**config.mk**
```make
export PLATFORM = sky130hd
export DESIGN_NAME = fifo_wr_ctrl
export DESIGN_NICKNAME = d
export VERILOG_FILES = /design/src/rtl/fifo_wr_ctrl.sv
export SDC_FILE = /design/constraint.sdc
export NUM_CORES = 1
export LEC_CHECK = 0
export CAP_MARGIN = 25
export CORE_MARGIN = 4
export CORE_UTILIZATION = 52
export DETAILED_ROUTE_END_ITERATION = 7
export DONT_BUFFER_PORTS = 1
export GPL_TIMING_DRIVEN = 1
export PLACE_DENSITY = 0.7
export REMOVE_ABC_BUFFERS = 1
export SETUP_SLACK_MARGIN = 0.4
export SLEW_MARGIN = 20
export SYNTH_ARGS = -nofsm -noshare
export SYNTH_HDL_FRONTEND = slang
export SYNTH_SLANG_ARGS = --single-unit
export TNS_END_PERCENT = 100
```
**constraint.sdc**
```tcl
create_clock -name clk -period 1.96 [get_ports clk]
set_input_delay 0.588 -clock clk [delete_from_list [all_inputs] [get_ports clk]]
set_output_delay 0.588 -clock clk [all_outputs]
set_load 0.03 [all_outputs]
```
**src/rtl/fifo_wr_ctrl.sv**
```systemverilog
// Write-side controller of an asynchronous FIFO: binary/Gray write pointer,
// full / almost-full / level flags against the synchronized read pointer, sticky overflow.
module fifo_wr_ctrl #(
    parameter int ADDR_WIDTH = 3,
    parameter int AF_THRESH  = 6
) (
    input  logic                  clk,
    input  logic                  resetn,
    input  logic                  wr_valid,
    output logic                  wr_ready,
    output logic                  wr_mem_en,
    output logic [ADDR_WIDTH-1:0] wr_addr,
    output logic [ADDR_WIDTH:0]   wr_ptr_gray,
    input  logic [ADDR_WIDTH:0]   rd_ptr_gray_sync,
    output logic                  full,
    output logic                  almost_full,
    output logic [ADDR_WIDTH:0]   wr_level,
    output logic                  overflow,
    input  logic                  ovf_clr
);

    localparam int AW = ADDR_WIDTH;
    localparam int PW = ADDR_WIDTH + 1;
    localparam logic [AW:0] AF_T = PW'(AF_THRESH);

    function automatic logic [AW:0] bin2gray(input logic [AW:0] b);
        return b ^ (b >> 1);
    endfunction

    function automatic logic [AW:0] gray2bin(input logic [AW:0] g);
        logic [AW:0] b;
        b[AW] = g[AW];
        for (int i = AW - 1; i >= 0; i--) begin
            b[i] = b[i+1] ^ g[i];
        end
        return b;
    endfunction

    logic [AW:0] wbin;
    logic [AW:0] wbin_next;
    logic [AW:0] wgray_next;
    logic [AW:0] rbin;
    logic [AW:0] level_next;
    logic        full_next;
    logic        af_next;
    logic        ovf_next;
    logic        push;

    // Accept path: everything the memory sees is combinational from registered state.
    assign push      = wr_valid & ~full;
    assign wr_mem_en = push;
    assign wr_ready  = ~full;
    assign wr_addr   = wbin[AW-1:0];

    // Next-state pointers and flags, computed from the post-write pointer and the
    // current synchronized read pointer so simultaneous write/read are both seen.
    always_comb begin
        wbin_next  = wbin + {{AW{1'b0}}, push};
        wgray_next = bin2gray(wbin_next);
        rbin       = gray2bin(rd_ptr_gray_sync);
        level_next = wbin_next - rbin;
        full_next  = (wgray_next == {~rd_ptr_gray_sync[AW:AW-1], rd_ptr_gray_sync[AW-2:0]});
        af_next    = (level_next >= AF_T);
        ovf_next   = (wr_valid & full) | (overflow & ~ovf_clr);
    end

    always_ff @(posedge clk or negedge resetn) begin
        if (!resetn) begin
            wbin        <= '0;
            wr_ptr_gray <= '0;
            full        <= 1'b0;
            almost_full <= 1'b0;
            wr_level    <= '0;
            overflow    <= 1'b0;
        end else begin
            wbin        <= wbin_next;
            wr_ptr_gray <= wgray_next;
            full        <= full_next;
            almost_full <= af_next;
            wr_level    <= level_next;
            overflow    <= ovf_next;
        end
    end

endmodule

```
==> flow_metrics.tcl, run 1 <==
set metrics [dict create \
    status "finished with violations" \
    violations "setup timing" \
    root_buffer "clkbuf_4" \
    antenna_found_initial 0 \
    routabilityCongestion 0.838 \
    portBuffers 0 \
    met3_usage_pct 4.88 \
    setup_viol 3 \
    cts_buffers 3 \
    crit_family "simple AND/OR/NAND/NOR gates" \
    yosys.cell_types.count 17 \
    dp_cells 85 \
    cts.path.max_buffers 2 \
    finClkSkew_ns 0.00714 \
    row_count 12 \
    timing.final.crit_share_pct 108 \
    die_h_um 44.2 \
    hold_violations 0 \
    path_common_cell "ha_4" \
    cts_tree "done" \
    rr_endpoint "full$_DFF_PN0_" \
    wl_per_cell_um 20.4 \
    ff2ff_setup_slack_ns -0.15 \
    viasPerCell 5.60 \
    gr-usage-met2_pct 33.7 \
    htreeDepth 1 \
    path_buf_inv 2 \
    vias 549 \
    maxCapViolCount 0 \
    holdPathStages 1 \
    fin_ws_ns -0.152 \
    worstPathCellList "nor2b_4 > ha_4 > ha_4 > xor2_4 > buf_4 > buf_6 > xor2_2 > or3_1 > a22oi_1" \
    layout.nets 100 \
    crit_path_end_kind "flop" \
    die_w_um 44.2 \
    worstSetupStartpointType "flop" \
    final_cells 98 \
    critPathMaxFanout 4 \
    cts_sinks 14 \
    fin_util_pct 93.3 \
    grt_overflow 0 \
    critical_path_arrival_ns 2.29 \
    ys_seq_elements 14 \
    required_ns 2.14 \
    cpPeakStageDelay_ns 0.40 \
    drc 0 \
    r2r_start "full$_DFF_PN0_" \
    io_pins 24 \
    insertion_delay_ns 0.27 \
    grtUsageMet1_pct 20.3 \
    worstMarginPinSlew_ns 0.643 \
    r2r_cells 9 \
    clkTransAtPathRegs_ns 0.08 \
    ant_nets 0 \
    diodes 0 \
    grt_pass1_wl_um 2580 \
    pre_cts_ws_ns -0.529 \
    synth_area_sq_um 683 \
    period_needed_ns 2.11 \
    drt_wl_total_um 2000 \
    relSlewSlack_pct 57.0 \
    ys_warn_count 0 \
    synthToLayoutAreaGrowth_pct 59.9 \
    drtIter0Drc 15 \
    grt_use_total_pct 18.8 \
    yosysSeqAreaShare_pct 51.3 \
    layout-drive-gt1-share_pct 56.0 \
    hold_start "ovf_clr" \
    core_sq_um 1170 \
    timing.hold.ws_ns 0.425 \
    synth_area_per_cell_sq_um 12.7 \
    slowest_stage "dfrtp_1" \
    critPathKind "flop to flop" \
    start_util_pct 58.3 \
    hpwl_um 1040 \
    cp_num_cells 9 \
    syn_inst 54 \
    grt_max_degree 15 \
    first_pass_iters 4 \
    rsz0062_at_grt "yes" \
    holdPathEnd "overflow$_DFF_PN0_" \
    grt.busiest_layer "met2" \
    die-area_sq_um 1960 \
    holdCritPathClass "input port to flop" \
    fmax_mhz 473 \
    grt_pass1_vias 570 \
    slew_viol_final 0 \
]
==> logic make-up (layout without fill, tap and decap cells) <==
group | count (synthesis) | in the layout | synth area share (%)
flops | 14 | 14 | 51.3
xor+xnor | 13 | 13 | 21.1
simple gates | 8 | 8 | 6.78
buf+inv | 8 | 38 | 4.40
fa+ha+maj | 6 | 6 | 12.1
compound gates | 5 | 5 | 4.40
==> sequential cells by signal, indices dropped and copies added, names as in the netlist <==
name,cells
wbin,4
wr_ptr_gray,3
wr_level,4
full,1
overflow,1
almost_full,1
==> Yosys cell counts <==
cell type	n	share of area, %
dfrtp_1	14	51
a21o_1	1	1.1
inv_1	8	4.4
nor2b_1	1	0.92
o21ai_0	2	1.5
nand3_1	2	1.5
xor2_1	5	6.4
xnor2_1	5	6.4
nand3_2	1	1.5
or3_1	2	1.8
xor3_1	1	3.5
nand2_1	2	1.1
a22oi_1	1	1.1
a21oi_1	1	0.73
fa_1	1	2.9
ha_1	5	9.2
xor2_2	2	4.8
==> layer usage <==
| layer | part of all wire [%] | wire [um] |
|---|---|---|
| met1 | 34 | 686 |
| met2 | 55 | 1110 |
| met3 | 7.2 | 143 |
| met4 | 3.0 | 60 |
| met5 | 0 | 0 |
==> worst max path at each step <==
stage	startpoint	to	slack, ns
global route	full$_DFF_PN0_	full$_DFF_PN0_	-0.23
detailed placement	wr_valid	almost_full$_DFF_PN0_	-0.53
global placement	wr_valid	almost_full$_DFF_PN0_	-0.40
CTS	full$_DFF_PN0_	almost_full$_DFF_PN0_	-0.11
finish	full$_DFF_PN0_	full$_DFF_PN0_	-0.15
floorplan	wr_valid	almost_full$_DFF_PN0_	-0.89
==> area by class of cell <==
class | instances | area, sq um
Clock buffer | 3 | 22.5
Fill cell | 32 | 78.8
Inverter | 8 | 36.3
Multi-Input combinational cell | 32 | 429
Sequential cell | 14 | 352
Tap cell | 14 | 17.5
Timing Repair Buffer | 27 | 235
==> placed cells by master, fill, tap and decap left out, types with 2 or more instances in the layout <==
cell type	instances
buf_4	19
dfrtp_1	13
inv_1	6
buf_6	6
xnor2_1	3
xor2_1	3
ha_4	3
clkbuf_4	3
xor2_4	2
xor2_2	2
nand3_1	2
or3_1	2
==> per-stage QoR <==
step	setup TNS [ns]	cell area (sq um)
after CTS	-0.174	952
after global placement	-1.08	828
final	-0.259	1090
after detailed placement	-1.41	828
after global routing	-0.542	1090
after floorplan	-3.46	683
==> what timing repair did <==
action                                  4_1_cts  5_1_grt
hold buffers                                  1        0
pin swaps                                     6        2
endpoints found under the hold margin        14        0
endpoints found under the setup margin        7       10
resized for setup                            15       17
buffers inserted                              4        5
Power of run 1 is left out: the tool's default activity adds up to more than one toggle a clock period on the data nets, which glitch-free logic cannot reach.
==> run 2, diff against run 1 <==
--- a/config.mk
+++ b/config.mk
@@ -6,12 +6,12 @@
 export NUM_CORES = 1
 export LEC_CHECK = 0
 export CAP_MARGIN = 25
-export CORE_MARGIN = 4
-export CORE_UTILIZATION = 52
+export CORE_AREA = 4 4 41 43
 export DETAILED_ROUTE_END_ITERATION = 7
+export DIE_AREA = 0 0 45 47
 export DONT_BUFFER_PORTS = 1
 export GPL_TIMING_DRIVEN = 1
-export PLACE_DENSITY = 0.7
+export PLACE_DENSITY = 0.66
 export REMOVE_ABC_BUFFERS = 1
 export SETUP_SLACK_MARGIN = 0.4
 export SLEW_MARGIN = 20
==> constraint.sdc (replaced) <==
create_clock -name clk -period 2 [get_ports clk]
set_input_delay 0.6 -clock clk [delete_from_list [all_inputs] [get_ports clk]]
set_output_delay 0.6 -clock clk [all_outputs]
set_load 0.03 [all_outputs]
==> flow_metrics.tcl, run 2 (synthesis gave the netlist of run 1 again) <==
set metrics [dict create \
    status "finished with violations" \
    violations "setup timing" \
    period_needed_ns 2.20 \
    slew_viol_final 0 \
    clkTransAtPathRegs_ns 0.09 \
    cts_tree "done" \
    layout-drive-gt1-share_pct 66.0 \
    io_pins 24 \
    cpPeakStageDelay_ns 0.42 \
    cts_buffers 3 \
    routabilityCongestion 0.802 \
    final_cell_mix "buf_4, buf_6, dfrtp_1" \
    holdPathEnd "overflow$_DFF_PN0_" \
    dp_cells 85 \
    finClkSkew_ns 0.00604 \
    rsz0062_at_grt "yes" \
    portBuffers 0 \
    htreeDepth 1 \
    final_cells 109 \
    grt_overflow 0 \
    timing.hold.ws_ns 0.401 \
    critPathMaxFanout 3 \
    path_common_cell "buf_6" \
    start_util_pct 52.5 \
    holdPathStages 1 \
    r2r_cells 11 \
    worstPathCellList "nor2b_4 > ha_4 > ha_4 > xor2_4 > ha_4 > buf_6 > buf_6 > buf_6 > buf_6 > xnor2_4 > a21o_1" \
    r2r_start "full$_DFF_PN0_" \
    cts_sinks 14 \
    crit_path_end_kind "flop" \
    viasPerCell 5.28 \
    synthToLayoutAreaGrowth_pct 82.1 \
    core_sq_um 1300 \
    layout.nets 110 \
    fill_cells 29 \
    row_count 13 \
    grt_max_degree 15 \
    rr_endpoint "almost_full$_DFF_PN0_" \
    pre_cts_ws_ns -0.479 \
    drtIter0Drc 3 \
    hpwl_um 1030 \
    first_pass_iters 4 \
    drc 0 \
    hold_violations 0 \
    cts.path.max_buffers 2 \
    wl_per_cell_um 22.4 \
    grt_pass1_wl_um 3110 \
    critPathKind "flop to flop" \
    die-area_sq_um 2120 \
    diodes 0 \
    relSlewSlack_pct 58.1 \
    grt_pass1_vias 602 \
    setup-tns-final_ns -0.635 \
    worstMarginPinSlew_ns 0.627 \
    antenna_found_initial 0 \
    ant_nets 0 \
    reg_top3 "wbin (4), wr_level (4), wr_ptr_gray (3)" \
    setup_viol 5 \
    die_h_um 47 \
    hold_start "ovf_clr" \
    ff2ff_setup_slack_ns -0.20 \
    grt_use_total_pct 22.2 \
    drt_wl_total_um 2440 \
    holdCritPathClass "input port to flop" \
    root_buffer "clkbuf_4" \
    maxCapViolCount 0 \
    die_w_um 45 \
    mostFrequentLayoutCell "buf_4" \
    slowest_stage "dfrtp_1" \
    insertion_delay_ns 0.28 \
    vias 575 \
    required_ns 2.18 \
    worstSetupStartpointType "flop" \
    timing.final.crit_share_pct 110 \
    critical_path_arrival_ns 2.38 \
    fin_ws_ns -0.203 \
    fmax_mhz 454 \
]
## run 2: layout make-up
class | count | area (sq um) | share of cell area, %
clock buffers | 3 | 22.5 | 1.81
inverters | 8 | 36.3 | 2.92
multi-input cells | 32 | 468 | 37.6
flip-flops and latches | 14 | 350 | 28.2
well taps | 15 | 18.8 | 1.51
repair buffers | 37 | 348 | 28.0
## run 2: metal layers
| layer | up-vias | part of all wire (%) | GRT usage (%) |
|---|---|---|---|
| li1 | 251 | - | - |
| met4 | 0 | 2.9 | 12.9 |
| met1 | 293 | 40 | 24.4 |
| met5 | - | 0 | 0 |
| met2 | 23 | 53 | 38.4 |
| met3 | 8 | 4.5 | 6.13 |
## run 2: how the worst max path moves through the flow
stage                               from  slack [ns]                     to
after floorplan                 wr_valid       -0.86  almost_full$_DFF_PN0_
after global placement          wr_valid       -0.41  almost_full$_DFF_PN0_
after detailed placement        wr_valid       -0.48  almost_full$_DFF_PN0_
after CTS                 full$_DFF_PN0_       -0.16  almost_full$_DFF_PN0_
after global routing      full$_DFF_PN0_       -0.25  almost_full$_DFF_PN0_
final                     full$_DFF_PN0_       -0.20  almost_full$_DFF_PN0_
## run 2: worst max-delay path: cells and delay by family (launching register included)
family                   cells  cell delay (ns)
XOR/XNOR                     2             0.33
AND/OR/NAND/NOR              1             0.17
flip-flops                   1             0.42
buffers and inverters        4             0.43
AO/OA/AOI/OAI                1             0.16
adder cells (fa/ha/maj)      3             0.58
## run 2: what timing repair did
item | in CTS | in global routing
buffers inserted | 17 | 3
hold buffers | 0 | 1
gates resized for setup | 36 | 12
setup endpoints to repair | 7 | 12
endpoints found under the hold margin | 0 | 14
pin swaps | 14 | 11
## run 2: metrics by stage
step | util (%) | cell area (sq um)
detailed placement | 63.2 | 822
global route | 95.6 | 1240
global placement | 63.2 | 822
CTS | 87.8 | 1140
floorplan | - | 683
finish | 95.6 | 1240
Power of run 2 is left out for the same reason.
